--- src/rtl/hazard_pkg.sv ---
// Shared types for the pipeline hazard controller.
// Pure declarations: no logic, no latency.
// No flow control of its own.
package hazard_pkg;

  localparam int REG_W = 5;

  typedef enum logic [1:0] {
    FWD_REG = 2'b00,
    FWD_WB  = 2'b01,
    FWD_MEM = 2'b10
  } fwd_sel_t;

  typedef enum logic [1:0] {
    RUN      = 2'd0,
    MEM_WAIT = 2'd1,
    MD_WAIT  = 2'd2
  } hz_state_t;

endpackage

--- src/rtl/hazard_ctrl_forward_select.sv ---
// Per-operand forwarding select: MEM result beats WB result beats register file.
// Purely combinational, zero latency.
// No backpressure; x0 is never forwarded.
module forward_select
  import hazard_pkg::*;
(
  input  logic [REG_W-1:0] rs,
  input  logic [REG_W-1:0] mem_rd,
  input  logic             mem_reg_write,
  input  logic [REG_W-1:0] wb_rd,
  input  logic             wb_reg_write,
  output fwd_sel_t         sel
);

  // Priority compare: the younger MEM-stage value wins over WB
  always_comb begin
    sel = FWD_REG;
    if (mem_reg_write && (mem_rd == rs) && (rs != '0)) begin
      sel = FWD_MEM;
    end else if (wb_reg_write && (wb_rd == rs) && (rs != '0)) begin
      sel = FWD_WB;
    end
  end

endmodule

--- src/rtl/hazard_ctrl.sv ---
// Hazard controller: operand forwarding selects plus stall/flush sequencing for the 5-stage core.
// Stall/flush/md_done are combinational from registered state and current inputs (no added latency).
// Memory wait stalls until mem_ready; mul/div stalls exactly MD_LATENCY cycles; load-use inserts one bubble.
module hazard_ctrl
  import hazard_pkg::*;
#(
  parameter int MD_LATENCY  = 4,
  parameter int MEM_TIMEOUT = 255,
  parameter int STALL_CNT_W = 16
) (
  input  logic                   clk,
  input  logic                   rst,
  input  logic [REG_W-1:0]       id_rs1,
  input  logic [REG_W-1:0]       id_rs2,
  input  logic [REG_W-1:0]       ex_rs1,
  input  logic [REG_W-1:0]       ex_rs2,
  input  logic [REG_W-1:0]       ex_rd,
  input  logic                   ex_mem_read,
  input  logic                   ex_md_start,
  input  logic                   ex_branch_taken,
  input  logic [REG_W-1:0]       mem_rd,
  input  logic [REG_W-1:0]       wb_rd,
  input  logic                   mem_reg_write,
  input  logic                   wb_reg_write,
  input  logic                   mem_req,
  input  logic                   mem_ready,
  output logic [1:0]             fwd_a_sel,
  output logic [1:0]             fwd_b_sel,
  output logic                   stall_f,
  output logic                   stall_d,
  output logic                   stall_e,
  output logic                   stall_m,
  output logic                   flush_d,
  output logic                   flush_e,
  output logic                   flush_m,
  output logic                   flush_w,
  output logic                   md_done,
  output logic                   mem_err,
  output logic [STALL_CNT_W-1:0] stall_count
);

  localparam int MD_W = $clog2(MD_LATENCY);
  localparam int TO_W = $clog2(MEM_TIMEOUT + 1);
  localparam logic [MD_W-1:0] MD_INIT = MD_W'(MD_LATENCY - 1);
  localparam logic [TO_W-1:0] TO_MAX  = TO_W'(MEM_TIMEOUT);
  localparam logic [TO_W-1:0] TO_PRE  = TO_W'(MEM_TIMEOUT - 1);

  hz_state_t       state;
  logic [MD_W-1:0] md_cnt;
  logic [TO_W-1:0] to_cnt;
  fwd_sel_t        fwd_a;
  fwd_sel_t        fwd_b;
  logic            load_use;
  logic            mem_miss;

  forward_select u_fwd_a (
    .rs            (ex_rs1),
    .mem_rd        (mem_rd),
    .mem_reg_write (mem_reg_write),
    .wb_rd         (wb_rd),
    .wb_reg_write  (wb_reg_write),
    .sel           (fwd_a)
  );

  forward_select u_fwd_b (
    .rs            (ex_rs2),
    .mem_rd        (mem_rd),
    .mem_reg_write (mem_reg_write),
    .wb_rd         (wb_rd),
    .wb_reg_write  (wb_reg_write),
    .sel           (fwd_b)
  );

  assign fwd_a_sel = fwd_a;
  assign fwd_b_sel = fwd_b;

  assign load_use = ex_mem_read && (ex_rd != '0) && ((ex_rd == id_rs1) || (ex_rd == id_rs2));
  assign mem_miss = mem_req && !mem_ready;

  // Stall/flush decode; everything forced low while reset is held
  always_comb begin
    stall_f = 1'b0;
    stall_d = 1'b0;
    stall_e = 1'b0;
    stall_m = 1'b0;
    flush_d = 1'b0;
    flush_e = 1'b0;
    flush_m = 1'b0;
    flush_w = 1'b0;
    md_done = 1'b0;
    if (!rst) begin
      case (state)
        RUN: begin
          if (mem_miss) begin
            {stall_f, stall_d, stall_e, stall_m, flush_w} = 5'b11111;
          end else if (ex_md_start) begin
            {stall_f, stall_d, stall_e, flush_m} = 4'b1111;
          end else if (ex_branch_taken) begin
            {flush_d, flush_e} = 2'b11;
          end else if (load_use) begin
            {stall_f, stall_d, flush_e} = 3'b111;
          end
        end
        MEM_WAIT: begin
          if (!mem_ready) begin
            {stall_f, stall_d, stall_e, stall_m, flush_w} = 5'b11111;
          end
        end
        MD_WAIT: begin
          if (md_cnt != '0) begin
            {stall_f, stall_d, stall_e, flush_m} = 4'b1111;
          end else begin
            md_done = 1'b1;
          end
        end
        default: ;
      endcase
    end
  end

  // Sequencer state, wait counters and the sticky timeout flag
  always_ff @(posedge clk) begin
    if (rst) begin
      state   <= RUN;
      md_cnt  <= '0;
      to_cnt  <= '0;
      mem_err <= 1'b0;
    end else begin
      case (state)
        RUN: begin
          if (mem_miss) begin
            state  <= MEM_WAIT;
            to_cnt <= TO_W'(1);
            if (MEM_TIMEOUT == 1) mem_err <= 1'b1;
          end else if (ex_md_start) begin
            state  <= MD_WAIT;
            md_cnt <= MD_INIT;
          end
        end
        MEM_WAIT: begin
          if (mem_ready) begin
            state  <= RUN;
            to_cnt <= '0;
          end else begin
            if (to_cnt != TO_MAX) to_cnt <= to_cnt + 1'b1;
            if (to_cnt >= TO_PRE) mem_err <= 1'b1;
          end
        end
        MD_WAIT: begin
          if (md_cnt == '0) begin
            state <= RUN;
          end else begin
            md_cnt <= md_cnt - 1'b1;
          end
        end
        default: state <= RUN;
      endcase
    end
  end

  // Saturating count of fetch-stall cycles
  always_ff @(posedge clk) begin
    if (rst) begin
      stall_count <= '0;
    end else if (stall_f && (stall_count != '1)) begin
      stall_count <= stall_count + 1'b1;
    end
  end

endmodule

--- config.mk ---
export PLATFORM = sky130hd
export DESIGN_NAME = hazard_ctrl
export DESIGN_NICKNAME = d
export VERILOG_FILES = /design/src/rtl/hazard_pkg.sv /design/src/rtl/hazard_ctrl_forward_select.sv /design/src/rtl/hazard_ctrl.sv
export SDC_FILE = /design/constraint.sdc
export NUM_CORES = 1
export LEC_CHECK = 0
export ABC_AREA = 1
export CORE_MARGIN = 2
export CORE_UTILIZATION = 40
export CTS_BUF_LIST = sky130_fd_sc_hd__clkbuf_4 sky130_fd_sc_hd__clkbuf_8
export CTS_CLUSTER_DIAMETER = 100
export DETAILED_ROUTE_END_ITERATION = 10
export GPL_ROUTABILITY_DRIVEN = 0
export GPL_TIMING_DRIVEN = 0
export PLACE_DENSITY_LB_ADDON = 0.3
export SLEW_MARGIN = 20
export SYNTH_ARGS = -nofsm -noshare
export SYNTH_HDL_FRONTEND = slang
export SYNTH_SLANG_ARGS = --single-unit
--- constraint.sdc ---
create_clock -name clk -period 1.47 [get_ports clk]
set_input_delay 0.294 -clock clk [delete_from_list [all_inputs] [get_ports clk]]
set_output_delay 0.294 -clock clk [all_outputs]
set_load 0.02 [all_outputs]
### Word-level counts from Yosys, hierarchy flattened

Cells that the tools add are included.

| word-level totals | value |
|---|---|
| register bits after elaboration | 29 |
| latch bits | 0 |
| memory bits (writable) | 0 |
| bits in read-only memories | 0 |
| input bits | 44 |
| output and inout port bits | 30 |
| memories kept | 0 |

| cells by class | value |
|---|---|
| add/subtract/negate cells | 3 |
| multipliers | 0 |
| divide/modulo/power cells | 0 |
| order comparisons | 1 |
| equality and inequality tests | 18 |
| shifts and indexed selects | 0 |
| muxes and demuxes | 48 |
| bitwise operators | 1 |
| reductions and logical operators | 26 |

Operators with widths:

| operator | number |
|---|---|
| 5-bit equality test | 6 |
| 1-bit 2-to-1 mux | 29 |
| 8-bit 2-to-1 mux | 3 |
| 2-bit 2-to-1 mux | 9 |
| 16-bit by 1-bit adder with 16-bit output, second input constant | 1 |
| 16-bit != test, second input constant | 1 |
| 8-bit one-hot mux with 2 select lines | 1 |
| 5-bit nonzero test | 3 |
| 1-bit logical AND | 12 |
| 2-bit != test, second input constant | 6 |
| 3-bit AND reduction | 3 |
| 8-bit by 1-bit adder with 8-bit output, second input constant | 1 |
| 8-bit >= comparator, second input constant | 1 |
| 8-bit != test, second input constant | 1 |
| 3-bit != test, second input constant | 2 |
| 1-bit one-hot mux with 3 select lines | 2 |
| 2-bit one-hot mux with 3 select lines | 1 |
| 2-bit nonzero test | 3 |
| 2-bit zero test | 2 |
| 1-bit one-hot mux with 2 select lines | 2 |
| 2-bit one-hot mux with 2 select lines | 1 |
| 4-bit AND reduction | 1 |
| 2-bit by 1-bit equality test with 1-bit output, second input constant | 1 |
| 2-bit equality test, second input constant | 1 |
| 4 further kinds | 4 |

### Longest topological paths before layout

Gate-level depths: netlist of the first run.

| logic depth | value |
|---|---|
| word-level depth | 10 |
| gate-level depth with buffers | 12 |
| gate-level depth less buffers | 11 |

### Modules after synthesis

A second synthesis of the first run with hierarchy kept.

| unflattened totals | value |
|---|---|
| cells, all modules | 416 |
| area total of the unflattened synthesis | 2432.3 µm² |

Modules (own cells, without submodules):

| module | times used | cells an instance | area an instance (µm²) | sequential area each (µm²) |
|---|---|---|---|---|
| hazard_ctrl | 1 | 292 | 1906.8 | 580.6 |
| forward_select | 2 | 62 | 262.8 | 0.0 |

### Worst setup path after synthesis of the first run

Ideal clock, no wire load.

| timing | value |
|---|---|
| kind | in2out |
| from | input port mem_rd[2] |
| to | output port fwd_a_sel[0] |
| arrival time | 1.568 ns |
| required time | 1.176 ns |
| path slack | -0.392 ns |
| cell stages on the path | 4 |
| cells stage by stage | xnor2_1 > o221ai_1 > nor4_1 > nor2_1 |

| between the ends | value |
|---|---|
| word-level cells in the longest chain between the ends | 4 |

Ends and longest elaborated chain:

| item | RTL line | source |
|---|---|---|
| start, declared | hazard_ctrl.sv:21 | `input logic [REG_W-1:0] mem_rd,` |
| 5-bit equality test | hazard_ctrl_forward_select.sv:18 | `if (mem_reg_write && (mem_rd == rs) && (rs != '0)) begin` |
| 1-bit logical AND (2 in a row) | hazard_ctrl_forward_select.sv:18 |  |
| 2-bit 2-to-1 mux | hazard_ctrl_forward_select.sv:18 |  |
| end, declared | hazard_ctrl.sv:27 | `output logic [1:0] fwd_a_sel,` |

No other way between the ends.

### Final worst setup path of the first run

| timing | value |
|---|---|
| from | register state[0] |
| to | output port stall_f |

| between the ends | value |
|---|---|
| word-level cells in the longest chain between the ends | 3 |

Ends and longest elaborated chain:

| item | RTL line | source |
|---|---|---|
| start, declared | hazard_ctrl.sv:48 | `hz_state_t state;` |
| start signal, assigned | hazard_ctrl.sv:124 | `state <= RUN;` |
| start signal, assigned | hazard_ctrl.sv:132 | `state <= MEM_WAIT;` |
| start signal, assigned | hazard_ctrl.sv:136 | `state <= MD_WAIT;` |
| 2-bit equality test, or another cell as far along | hazard_ctrl.sv:92 | `case (state)` |
| 1-bit one-hot mux with 3 select lines * | hazard_ctrl.sv:92 |  |
| 1-bit 2-to-1 mux * | hazard_ctrl.sv:91 | `if (!rst) begin` |
| end, declared | hazard_ctrl.sv:29 | `output logic stall_f,` |

Every way passes the cells marked *; elsewhere a longest branch is shown, timed or not.

==> results by group, run 1 <==
STA
  • Final period util: 126%
  • Post-route setup slack: -389 ps
  • WHS: roughly 460 ps
  • Fin. Hold Viols: 0
  • Final count of pins violating max slew: 0
  • Accumulated negative setup slack: -6270 ps
  • Unrepaired setup endpoints after global routing: true
  • Max transition margin: a little under three fifths
  • Achievable frequency: 538 MHz
  • Post-route clock skew: 7.48 ps
  • Time the worst path needs with I/O delays and setup: ~1900 ps
  • # setup viols final: 34
  • Measured slew at the worst slew-check pin: between 600 and 700 ps

Synthesis
  • Top cells by area in the synthesized netlist: sky130_fd_sc_hd__dfxtp_1 (26%), sky130_fd_sc_hd__nand2_1 (14%), sky130_fd_sc_hd__inv_1 (9.3%)
  • Number of distinct library cell variants in the gate-level netlist after synthesis: 32
  • Post-synth top area share: ~26%
  • Register area share after synthesis: between 20 and 30%
  • Syn Inst Count: 355
  • Area leader, netlist: sky130_fd_sc_hd__dfxtp_1
  • Number of synthesized register bits: 29
  • Number of warnings reported in the yosys synthesis log: 0
  • Area of the mapped netlist: about 2300 um2
  • Synthesized area per cell: approximately 6.4 um2
  • Synthesized Nets: 403

Finish
  • Non-Filler Cell Area, Final: a little over 4000 um2
  • Fill cells: around 380
  • Commonest non-fill, non-tap cell in the layout: sky130_fd_sc_hd__nand2_1
  • Commonest non-fill, non-tap cells in the layout: sky130_fd_sc_hd__nand2_1 (70), sky130_fd_sc_hd__buf_4 (50), sky130_fd_sc_hd__inv_1 (35)
  • Area growth, synth to finish: 82.8%
  • Core occupancy in the finished layout: around three quarters
  • Antenna Cells: 0
  • Share of layout cells above drive strength 1: ~48%
  • Number of nets at the end of the flow: about 540

Route
  • WL met2: between 4 and 5 mm
  • Wire length reported by the detailed router: approximately 9.1 mm
  • Drt pass-1 iters: 5
  • Drt initial violations: between 150 and 200
  • Total number of vias: slightly above 3000
  • Met1 Routed Length: around 3.4 mm
  • Number of nets still failing antenna checks after routing: 0
  • Top Layer Used: met4
  • Via density per instance: between 5 and 6
  • Per-cell routed wire length: between 15 and 20 um
  • Final routed DRC violation total: 0
  • Met3 wire length: about 570 um

Clock network
  • CTS tree: built
  • Clock tree buffer depth: 2
  • Number of CTS-inserted buffers: 5
  • Number of clock sinks seen by CTS: 29
  • Hold buffer count at cts: 0
  • CTS H-tree depth: 2
  • Worst-path clk slew: ~70 ps
  • Clock root cell: sky130_fd_sc_hd__clkbuf_8
  • Worst skew pair latency: roughly 290 ps

Global routing
  • Pin count of the biggest net entering global routing: 11
  • Number of global-route vias before repair: between 2000 and 3000
  • Total track usage: about a quarter
  • Number of antenna violations at the first check in global routing: 0
  • Global-route wire length before repair: roughly 13 mm
  • Overflow left after global routing: 0

Power and ir drop
  • Static Leakage: just under 2 nW
  • Internal power consumption: roughly 1.6 mW
  • P per Cell Area: 581 nW/um2
  • Switching component of the power: 0.795 mW
  • Power share of the clock group: 31.0%
  • Switching part of the total power: between 30% and 40%
  • Peak supply drop: roughly 0.46 mV
  • Relative contribution of combinational cells to total power: ~35%
  • Part of the total power dissipated in sequential elements: between 30% and 40%
  • Tot Pwr: 2.41 mW

Critical path
  • Maximum single-stage delay on the critical path: between 300 and 400 ps
  • Sort of element at the end of the critical path: output port
  • Critical Path Start: state[0]
  • Levels on crit path: 8
  • Required @ worst endpoint: ~1200 ps
  • Cell with the largest stage delay on the worst path: sky130_fd_sc_hd__dfxtp_4
  • Nature of the critical path startpoint: flip-flop
  • Register-to-register setup slack: -240 ps
  • Critical path's top delay family: simple AND/OR/NAND/NOR gates
  • Worst reg2reg path depth: 10
  • Buf/Inv on CP: 3
  • Data arrival time of the worst path: between 1500 and 2000 ps
  • Maximum net fanout on the critical path: 5
  • Launch point of the worst reg-to-reg path: state[0]
  • End point of the critical path: stall_f
  • Type of the setup path with the least slack: reg -> out
  • Worst r2r dst: stall_count[2]
  • CP dominant cell by count: sky130_fd_sc_hd__buf_6
  • Critical-path cell list: nor2_4 -> nand2_1 -> nand4_1 -> nand2_2 -> nand2_4 -> buf_8 -> buf_6 -> buf_6

Floorplan
  • Height of the chip: slightly below 80 um
  • Rows: 27
  • Area of the core region: around 5500 um2
  • Die boundary width: between 70 and 80 um
  • Die outline area: 6280 um2
  • Top-level port count: 74
  • Starting density of the core: about two fifths

Hold path
  • Worst hold-check path type: reg -> reg
  • Critical hold path startpoint: mem_err

Placed design
  • Dpl cell area: 3220 um2
  • HPWL Detailed: about 4.8 mm
  • Port-buffer cells: between 70 and 80

Run
  • MaxCap Viol Count: 0

Outcome
  • Failing checks: setup timing
  • Result of the run: complete, but fails checks
[state kept, by name (all words and copies together), names as in the netlist]
| signal | flops |
|---|---|
| md_cnt | 2 |
| state | 2 |
| mem_err | 1 |
| stall_count | 16 |
| to_cnt | 8 |
[logic make-up after synthesis]
kind of cell | Yosys count | synth area share (%)
AOI/OAI and AO/OA | 43 | 12.5
xor gates and xnor gates | 27 | 10.4
adders and majority gates | 4 | 2.21
buffers and inverters | 66 | 11.7
DFF | 29 | 25.6
and+or+nand+nor | 186 | 37.5
[metrics by stage]
stage / setup WS, ps / cells
2_1_floorplan: -118 / 355
3_3_place_gp: -1300 / 500
3_5_place_dp: -1310 / 500
5_1_grt: -438 / 562
4_1_cts: -320 / 548
6_report: -389 / 562
[cell type report]
class / count / area [um2] / share of cell area, %
timing repair buffer: 127 / 1100 / 26.6
tap: 72 / 90.1 / 2.18
sequential: 29 / 642 / 15.5
clock buffer: 8 / 97.6 / 2.36
buffer: 7 / 80.1 / 1.93
inverter: 58 / 234 / 5.65
timing repair inverter: 1 / 7.51 / 0.181
multi-input combinational: 260 / 1890 / 45.6
[power groups by stage]
| stage | Clock [mW] | Sequential (mW) | Combinational, mW |
|---|---|---|---|
| after floorplan | 0 | 0.844 | 0.310 |
| after global placement | 0 | 0.843 | 0.556 |
| after detailed placement | 0 | 0.844 | 0.563 |
| after CTS | 0.741 | 0.828 | 0.688 |
| after global routing | 0.779 | 0.827 | 0.885 |
| final | 0.747 | 0.825 | 0.833 |
[layer usage]
layer / vias up / global-route usage [%]
met3: 38 / 4.32
met1: 1413 / 29.2
met2: 149 / 49.2
met5: - / 0
li1: 1418 / -
met4: 0 / 9.83
[worst register-to-register path, cell delays in order, from the launching register on]
cell                      delay (ps)
sky130_fd_sc_hd__dfxtp_4         370
sky130_fd_sc_hd__nor2_4          180
sky130_fd_sc_hd__nand2_1         120
sky130_fd_sc_hd__nand4_1         140
sky130_fd_sc_hd__nand2_2          90
sky130_fd_sc_hd__nand2_4          80
sky130_fd_sc_hd__buf_4           200
sky130_fd_sc_hd__nand2_4         110
sky130_fd_sc_hd__buf_6           150
sky130_fd_sc_hd__nand2_1          60
sky130_fd_sc_hd__a21oi_1          70
[worst min path at each step]
stage | to | cells past startpoint | slack, ps
finish | mem_err | 2 | 460
global route | mem_err | 2 | 470
CTS | mem_err | 2 | 460
detailed placement | mem_err | 2 | 450
global placement | mem_err | 2 | 440
floorplan | to_cnt[7] | 2 | 450
[Yosys cell counts]
library cell / count
sky130_fd_sc_hd__nand3b_1: 1
sky130_fd_sc_hd__nand3_1: 31
sky130_fd_sc_hd__a21oi_2: 10
sky130_fd_sc_hd__nor2_1: 33
sky130_fd_sc_hd__o221ai_1: 1
sky130_fd_sc_hd__buf_4: 2
sky130_fd_sc_hd__nand4_4: 1
sky130_fd_sc_hd__nand2_1: 86
sky130_fd_sc_hd__or2_2: 3
sky130_fd_sc_hd__nor3b_1: 2
sky130_fd_sc_hd__nand2_4: 1
sky130_fd_sc_hd__ha_1: 4
sky130_fd_sc_hd__nor2_2: 1
sky130_fd_sc_hd__o211ai_1: 3
sky130_fd_sc_hd__nor3_1: 9
sky130_fd_sc_hd__xnor2_1: 13
sky130_fd_sc_hd__nor4_1: 6
sky130_fd_sc_hd__inv_2: 2
sky130_fd_sc_hd__o22ai_1: 2
sky130_fd_sc_hd__a221o_1: 1
sky130_fd_sc_hd__clkbuf_1: 3
sky130_fd_sc_hd__buf_2: 2
sky130_fd_sc_hd__dfxtp_1: 29
sky130_fd_sc_hd__a21oi_1: 18
sky130_fd_sc_hd__o21ai_0: 5
sky130_fd_sc_hd__xor2_1: 14
sky130_fd_sc_hd__o2111ai_1: 3
sky130_fd_sc_hd__nor3_4: 1
sky130_fd_sc_hd__buf_6: 1
sky130_fd_sc_hd__inv_1: 56
sky130_fd_sc_hd__nand4_1: 9
sky130_fd_sc_hd__nand2_2: 2
[what timing repair did]
action                                  4_1_cts  5_1_grt
buffers inserted                             38       16
pin swaps                                    46       57
endpoints found under the hold margin         0        0
cloned                                        3        0
gates resized for setup                     273       91
endpoints found under the setup margin       56       37
No activity file was read; power rests on OpenSTA's default activity.
==> run 2, diff against run 1 <==
--- a/config.mk
+++ b/config.mk
@@ -7,4 +7,6 @@
 export LEC_CHECK = 0
 export ABC_AREA = 1
+export ABC_CLOCK_PERIOD_IN_PS = 1470
+export CORE_ASPECT_RATIO = 1.2
 export CORE_MARGIN = 2
 export CORE_UTILIZATION = 40
==> constraint.sdc (replaced) <==
create_clock -name clk -period 1.47 [get_ports clk]
set_input_delay 0.294 -clock clk [delete_from_list [all_inputs] [get_ports clk]]
set_output_delay 0.294 -clock clk [all_outputs]
set_load 0.05 [all_outputs]
==> run 2 against run 1 <==
  * The run still ends with setup timing left
  * Total power is 4.9% higher
  * Utilization is 0.79 points higher
  * Sequential power hardly changed
  * Largest cell class unchanged
  * First-iteration DRC count is 50% lower
  * Global-route usage is 2.1 points lower
  * Largest power group unchanged
  * Critical endpoint unchanged
==> results by group, run 2 (same netlist as run 1, synthesis figures left out) <==
Outcome
  • Result of the run: complete, but fails checks
  • Failing checks: setup timing

Finish
  • Register bank with the most flops: stall_count
  • Commonest non-fill, non-tap cell in the layout: sky130_fd_sc_hd__nand2_1
  • Number of nets at the end of the flow: 522 (-2.8%)
  • Final Instance Count excl. Fillers: 539 (-4.1%)
  • Core occupancy in the finished layout: 76.4% (+0.79 points)
  • Non-Filler Cell Area, Final: 4250 um2 (+2.6%)
  • Antenna Cells: 0 (unchanged)
  • Max FFs per register: 16 (unchanged)
  • Fill cells: 390 (+1.6%)
  • Commonest non-fill, non-tap cells in the layout: sky130_fd_sc_hd__nand2_1 (56), sky130_fd_sc_hd__inv_1 (37), sky130_fd_sc_hd__buf_4 (26)
  • Area growth, synth to finish: 87.5%
  • Biggest regs: stall_count (16), to_cnt (8)
  • Share of layout cells above drive strength 1: 52.6% (+4.7 points)

Clock network
  • Clock root cell: sky130_fd_sc_hd__clkbuf_8
  • CTS H-tree depth: 2 (unchanged)
  • Clock tree buffer depth: 2 (unchanged)
  • Hold buffer count at cts: 0 (unchanged)
  • Number of clock sinks seen by CTS: 29 (unchanged)
  • Number of CTS-inserted buffers: 5 (unchanged)
  • Worst skew pair latency: 280 ps (about the same)
  • Worst-path clk slew: 60 ps (about the same)
  • CTS tree: built

STA
  • Achievable frequency: 535 MHz (-0.54%)
  • Post-route clock skew: 11.9 ps (+4.46 ps)
  • Fin. Hold Viols: 0 (unchanged)
  • Unrepaired setup endpoints after global routing: true
  • Final count of pins violating max slew: 0 (unchanged)
  • Time the worst path needs with I/O delays and setup: 1870 ps (+10.0 ps)
  • Max transition margin: 52.6% (-3.1 points)
  • # setup viols final: 38 (+12%)
  • Post-route setup slack: -399 ps (-10.0 ps)
  • Final period util: 127% (+0.68 points)
  • Measured slew at the worst slew-check pin: 712 ps (+46.2 ps)

Critical path
  • CP dominant cell by count: sky130_fd_sc_hd__buf_12
  • Type of the setup path with the least slack: reg -> out
  • Cell with the largest stage delay on the worst path: sky130_fd_sc_hd__dfxtp_2
  • Data arrival time of the worst path: 1580 ps (about the same)
  • Maximum single-stage delay on the critical path: 310 ps (-60 ps)
  • Sort of element at the end of the critical path: output port
  • Nature of the critical path startpoint: flip-flop
  • Required @ worst endpoint: 1180 ps (about the same)
  • Critical-path cell list: inv_2 -> ha_4 -> inv_4 -> nand2_4 -> nand4_1 -> nand2_2 -> nand2_4 -> buf_12 -> buf_12 -> buf_12
  • Maximum net fanout on the critical path: 3 (-2)

Global routing
  • Overflow left after global routing: 0 (unchanged)
  • Global-route wire length before repair: 12.2 mm (-7.4%)
  • Total track usage: 24.1% (-2.1 points)
  • Pin count of the biggest net entering global routing: 11 (unchanged)
  • Number of global-route vias before repair: 2757 (-2.2%)
  • Number of antenna violations at the first check in global routing: 0 (unchanged)

Route
  • Drt initial violations: 89 (-50%)
  • Per-cell routed wire length: 14.2 um (-12%)
  • Drt pass-1 iters: 4 (-1)
  • Total number of vias: 2812 (-6.8%)
  • Final routed DRC violation total: 0 (unchanged)
  • Via density per instance: 5.22 (-2.8%)
  • Number of nets still failing antenna checks after routing: 0 (unchanged)
  • Wire length reported by the detailed router: 7.68 mm (-16%)

Placed design
  • Setup WS pre-CTS: -1510 ps (-205 ps)
  • Placed insts: 492 (-1.6%)
  • Port-buffer cells: 73 (unchanged)
  • Dpl cell area: 3420 um2 (+6.1%)
  • HPWL Detailed: 4.83 mm (+0.15%)

Power and ir drop
  • Static Leakage: 1.85 nW (-6.3%)
  • P per Cell Area: 594 nW/um2 (+2.3%)
  • Peak supply drop: 0.473 mV (+1.9%)

Floorplan
  • Top-level port count: 74 (unchanged)
  • Rows: 30 (+11%)
  • Die outline area: 6280 um2 (about the same)
  • Die boundary width: 72.7 um (-8.3%)
  • Height of the chip: 86.4 um (+9.1%)
  • Starting density of the core: 40.8% (-0.62 points)
  • Area of the core region: 5560 um2 (+1.5%)

Run
  • MaxCap Viol Count: 0 (unchanged)

Hold path
  • Worst hold-check path type: reg -> reg
## run 2: cell count changes in the layout (fill, tap and decap cells not counted), moves of 6 or more
cell	change
sky130_fd_sc_hd__buf_4	-24
sky130_fd_sc_hd__buf_8	+6
sky130_fd_sc_hd__clkdlybuf4s15_2	+6
sky130_fd_sc_hd__dlygate4sd2_1	-16
sky130_fd_sc_hd__nand2_1	-14
sky130_fd_sc_hd__nand2_2	+11
## run 2: final timing paths
check                               start              end  slack (ps)  depth (start not counted)
worst max-delay path            md_cnt[1]          stall_f        -400                         10
worst min-delay path              mem_err          mem_err         460                          2
worst max register to register  md_cnt[1]  stall_count[15]        -270                         14
worst min register to register    mem_err          mem_err         460                          2
## run 2: power breakdown
group | internal [mW] | total, mW | switching, mW
clock network | 0.418 | 0.709 | 0.291
registers | 0.790 | 0.828 | 0.0383
logic | 0.469 | 0.985 | 0.516
## run 2: metal layers
layer	global-route usage (%)	share of wire [%]	up-vias
met3	4.42	3.7	23
li1	-	-	1392
met1	28.2	39	1319
met5	0	0	-
met4	8.25	2.3	0
met2	43.4	55	78
## run 2: cell type report
type | count | area, um2 | share of cell area, %
plain buffers | 8 | 125 | 2.95
clock buffers | 8 | 97.6 | 2.30
inverters | 58 | 253 | 5.95
multi-input cells | 260 | 1980 | 46.6
flip-flops and latches | 29 | 644 | 15.2
well taps | 64 | 80.1 | 1.89
repair buffers | 111 | 1060 | 24.9
repair inverters | 1 | 7.51 | 0.177
## run 2: what timing repair did
item,CTS,global route
gates cloned,2,1
endpoints found under the setup margin,55,48
resized for setup,323,85
pin swaps,41,22
buffers inserted,34,4
## run 2: worst max-delay path: cells and delay by family, from the launching register on
kind	cells	cell delay, ps
buffers and inverters	5	480
DFF	1	310
adders and majority gates	1	140
and+or+nand+nor	4	370
## run 2: through the flow
step                setup TNS, ps  hold WS [ps]  total power [mW]
finish                      -7190           461              2.52
global route                -9750           480              2.65
CTS                         -4270           452              2.42
detailed placement         -29160           443              1.54
global placement           -28630           443              1.52
floorplan                   -2000           444              1.27
==> run 3, diff against run 2 <==
Settings changed: HOLD_SLACK_MARGIN set to 0.15, SETUP_SLACK_MARGIN set to 0.4.
==> run 3 against run 2 <==
  * The run still ends with setup timing left
  * Via count grew 6.8%
  * Register-to-register slack got worse by 130 ps
  * Count of clock-buffer cells in the layout shrank 1
  * Die area stayed put
  * Combinational power increased by 11%
  * Worst hold slack improved by 7.5 ps
  * Critical path type unchanged
  * Highest routed layer unchanged
  * First-iteration DRC count up 76%
  * Routed wire length rose by 23%
  * Sequential cell count is the same
  * Utilization up 7.0 points
  * Critical path depth unchanged
  * Sequential share of layout area shrank 1.0 points
==> results by group, run 3 (same netlist as run 1, synthesis figures left out) <==
Outcome
  • Result of the run: complete, but fails checks
  • Failing checks: setup timing

Critical path
  • Buf/Inv on CP: 5 (unchanged)
  • Data arrival time of the worst path: 1600 ps (+20 ps)
  • Maximum net fanout on the critical path: 3 (unchanged)
  • Levels on crit path: 10 (unchanged)
  • Critical path's top delay family: buffers and inverters
  • Sort of element at the end of the critical path: output port
  • Maximum single-stage delay on the critical path: 320 ps (about the same)
  • Critical-path cell list: inv_2 -> ha_4 -> inv_4 -> nand2_4 -> nand4_1 -> nand2_4 -> nand2_4 -> buf_12 -> buf_12 -> buf_12
  • Cell with the largest stage delay on the worst path: sky130_fd_sc_hd__dfxtp_1
  • Nature of the critical path startpoint: flip-flop
  • Worst reg2reg path depth: 15 (+1)
  • Type of the setup path with the least slack: reg -> out
  • Required @ worst endpoint: 1180 ps (about the same)

Power and ir drop
  • Internal power consumption: 1.89 mW (+13%)
  • Tot Pwr: 2.82 mW (+12%)
  • Static Leakage: 2.02 nW (+9.5%)
  • Switching part of the total power: 33.0% (-0.46 points)
  • Part of the total power dissipated in sequential elements: 29.1% (-3.7 points)
  • Switching component of the power: 0.932 mW (+10%)
  • Power share of the clock group: 32.1% (+4.0 points)
  • Peak supply drop: 0.614 mV (+30%)
  • P per Cell Area: 609 nW/um2 (+2.4%)
  • Relative contribution of combinational cells to total power: 38.8% (-0.3 points)

Route
  • Drt pass-1 iters: 5 (+1)
  • Final routed DRC violation total: 0 (unchanged)
  • Via density per instance: 5.46 (+4.7%)
  • Per-cell routed wire length: 17.2 um (+21%)
  • Top Layer Used: met4
  • Met1 Routed Length: 3.43 mm (+16%)
  • Met3 wire length: 470 um (+66%)
  • Number of nets still failing antenna checks after routing: 0 (unchanged)
  • WL met2: 5.27 mm (+24%)
  • Total number of vias: 3003 (+6.8%)
  • Wire length reported by the detailed router: 9.45 mm (+23%)
  • Drt initial violations: 157 (+76%)

Floorplan
  • Top-level port count: 74 (unchanged)
  • Rows: 30 (unchanged)
  • Area of the core region: 5560 um2 (unchanged)
  • Die outline area: 6280 um2 (unchanged)
  • Height of the chip: 86.4 um (unchanged)
  • Die boundary width: 72.7 um (unchanged)
  • Starting density of the core: 40.8% (unchanged)

Global routing
  • Number of global-route vias before repair: 3088 (+12%)
  • Pin count of the biggest net entering global routing: 11 (unchanged)
  • Number of antenna violations at the first check in global routing: 0 (unchanged)
  • Global-route wire length before repair: 14.2 mm (+16%)
  • Total track usage: 28.7% (+4.6 points)
  • Overflow left after global routing: 0 (unchanged)

Hold path
  • Number of instances on the worst hold path: 2 (unchanged)
  • Worst hold-check path type: reg -> reg

Clock network
  • Number of clock sinks seen by CTS: 29 (unchanged)
  • Clock tree buffer depth: 2 (unchanged)
  • Number of CTS-inserted buffers: 5 (unchanged)
  • CTS H-tree depth: 2 (unchanged)
  • Worst-path clk slew: 70 ps (about the same)
  • Clock root cell: sky130_fd_sc_hd__clkbuf_8
  • CTS tree: built
  • Worst skew pair latency: 290 ps (about the same)

STA
  • Unrepaired setup endpoints after global routing: true
  • Measured slew at the worst slew-check pin: 448 ps (-264 ps)
  • Post-route setup slack: -423 ps (-23.7 ps)
  • Accumulated negative setup slack: -9280 ps (-2090 ps)
  • Final period util: 129% (+1.6 points)
  • WHS: 468 ps (+7.50 ps)
  • Final count of pins violating max slew: 0 (unchanged)
  • Post-route clock skew: 13.5 ps (+1.52 ps)
  • Time the worst path needs with I/O delays and setup: 1890 ps (+23.7 ps)
  • Fin. Hold Viols: 0 (unchanged)
  • # setup viols final: 36 (-5.3%)
  • Achievable frequency: 528 MHz (-1.3%)
  • Max transition margin: 70.1% (+18 points)

Finish
  • Antenna Cells: 0 (unchanged)
  • Number of nets at the end of the flow: 533 (+2.1%)
  • Core occupancy in the finished layout: 83.4% (+7.0 points)
  • Max FFs per register: 16 (unchanged)
  • Biggest regs: stall_count (16), to_cnt (8)
  • Share of layout cells above drive strength 1: 55.8% (+3.1 points)
  • Register bank with the most flops: stall_count
  • Area growth, synth to finish: 105%
  • Fill cells: 307 (-21%)
  • Final Instance Count excl. Fillers: 550 (+2.0%)
  • Commonest non-fill, non-tap cells in the layout: sky130_fd_sc_hd__nand2_1 (58), sky130_fd_sc_hd__inv_1 (36), sky130_fd_sc_hd__buf_6 (33)
  • Commonest non-fill, non-tap cell in the layout: sky130_fd_sc_hd__nand2_1

Placed design
  • Placed insts: 492 (unchanged)
  • HPWL Detailed: 5.05 mm (+4.4%)
  • Port-buffer cells: 73 (unchanged)

Run
  • MaxCap Viol Count: 0 (unchanged)
run 3: changes by cell type in the layout (fill, tap and decap cells not counted), moves of 4 or more:
cell	change
sky130_fd_sc_hd__inv_4	+4
sky130_fd_sc_hd__buf_8	+14
sky130_fd_sc_hd__nand2_4	+6
sky130_fd_sc_hd__inv_2	-4
sky130_fd_sc_hd__buf_12	+4
sky130_fd_sc_hd__clkbuf_2	-7
sky130_fd_sc_hd__clkdlybuf4s15_2	-6
sky130_fd_sc_hd__nand2_2	-8
sky130_fd_sc_hd__buf_6	+9
run 3: final timing paths:
check                               start               to  slack, ps
worst min register to register    mem_err          mem_err        470
worst min-delay path              mem_err          mem_err        470
worst max-delay path            md_cnt[0]          stall_f       -420
worst max register to register  md_cnt[0]  stall_count[15]       -400
run 3: metal layers:
| metal | GRT usage, % | vias up |
|---|---|---|
| li1 | - | 1414 |
| met1 | 30.0 | 1428 |
| met4 | 13.3 | 0 |
| met3 | 6.63 | 32 |
| met5 | 0 | - |
| met2 | 53.1 | 129 |
run 3: per-stage QoR:
| step | cell area [um2] | setup slack [ps] |
|---|---|---|
| 2_1_floorplan | 2660 | -271 |
| 4_1_cts | 4390 | -410 |
| 6_report | 4640 | -423 |
| 5_1_grt | 4640 | -491 |
| 3_3_place_gp | 3470 | -1500 |
| 3_5_place_dp | 3470 | -1550 |
run 3: tightest hold or removal path: stages (launching register included):
cell and delay (ps):
sky130_fd_sc_hd__dfxtp_2 330, sky130_fd_sc_hd__inv_1 50, sky130_fd_sc_hd__a21oi_1 50
run 3: area by class of cell:
class	instances	area [um2]	area share, %
plain buffers	8	126	2.73
repair inverters	1	7.51	0.162
inverters	58	263	5.67
clock inverters	1	30.0	0.648
multi-input cells	260	2050	44.3
clock buffers	7	90.1	1.94
repair buffers	122	1330	28.7
flip-flops and latches	29	656	14.1
well taps	64	80.1	1.73
run 3: what timing repair did:
action,CTS,global route
gates resized for setup,442,64
pin swaps,41,24
cloned,2,0
buffers inserted,41,7
hold buffers,0,0
endpoints found under the setup margin,58,59
run 3: power by group through the flow:
stage	Sequential, mW	Clock, mW	Combinational, mW
2_1_floorplan	0.850	0	0.440
5_1_grt	0.823	0.945	1.16
4_1_cts	0.816	0.901	0.978
3_3_place_gp	0.838	0	0.701
6_report	0.820	0.907	1.09
3_5_place_dp	0.838	0	0.719
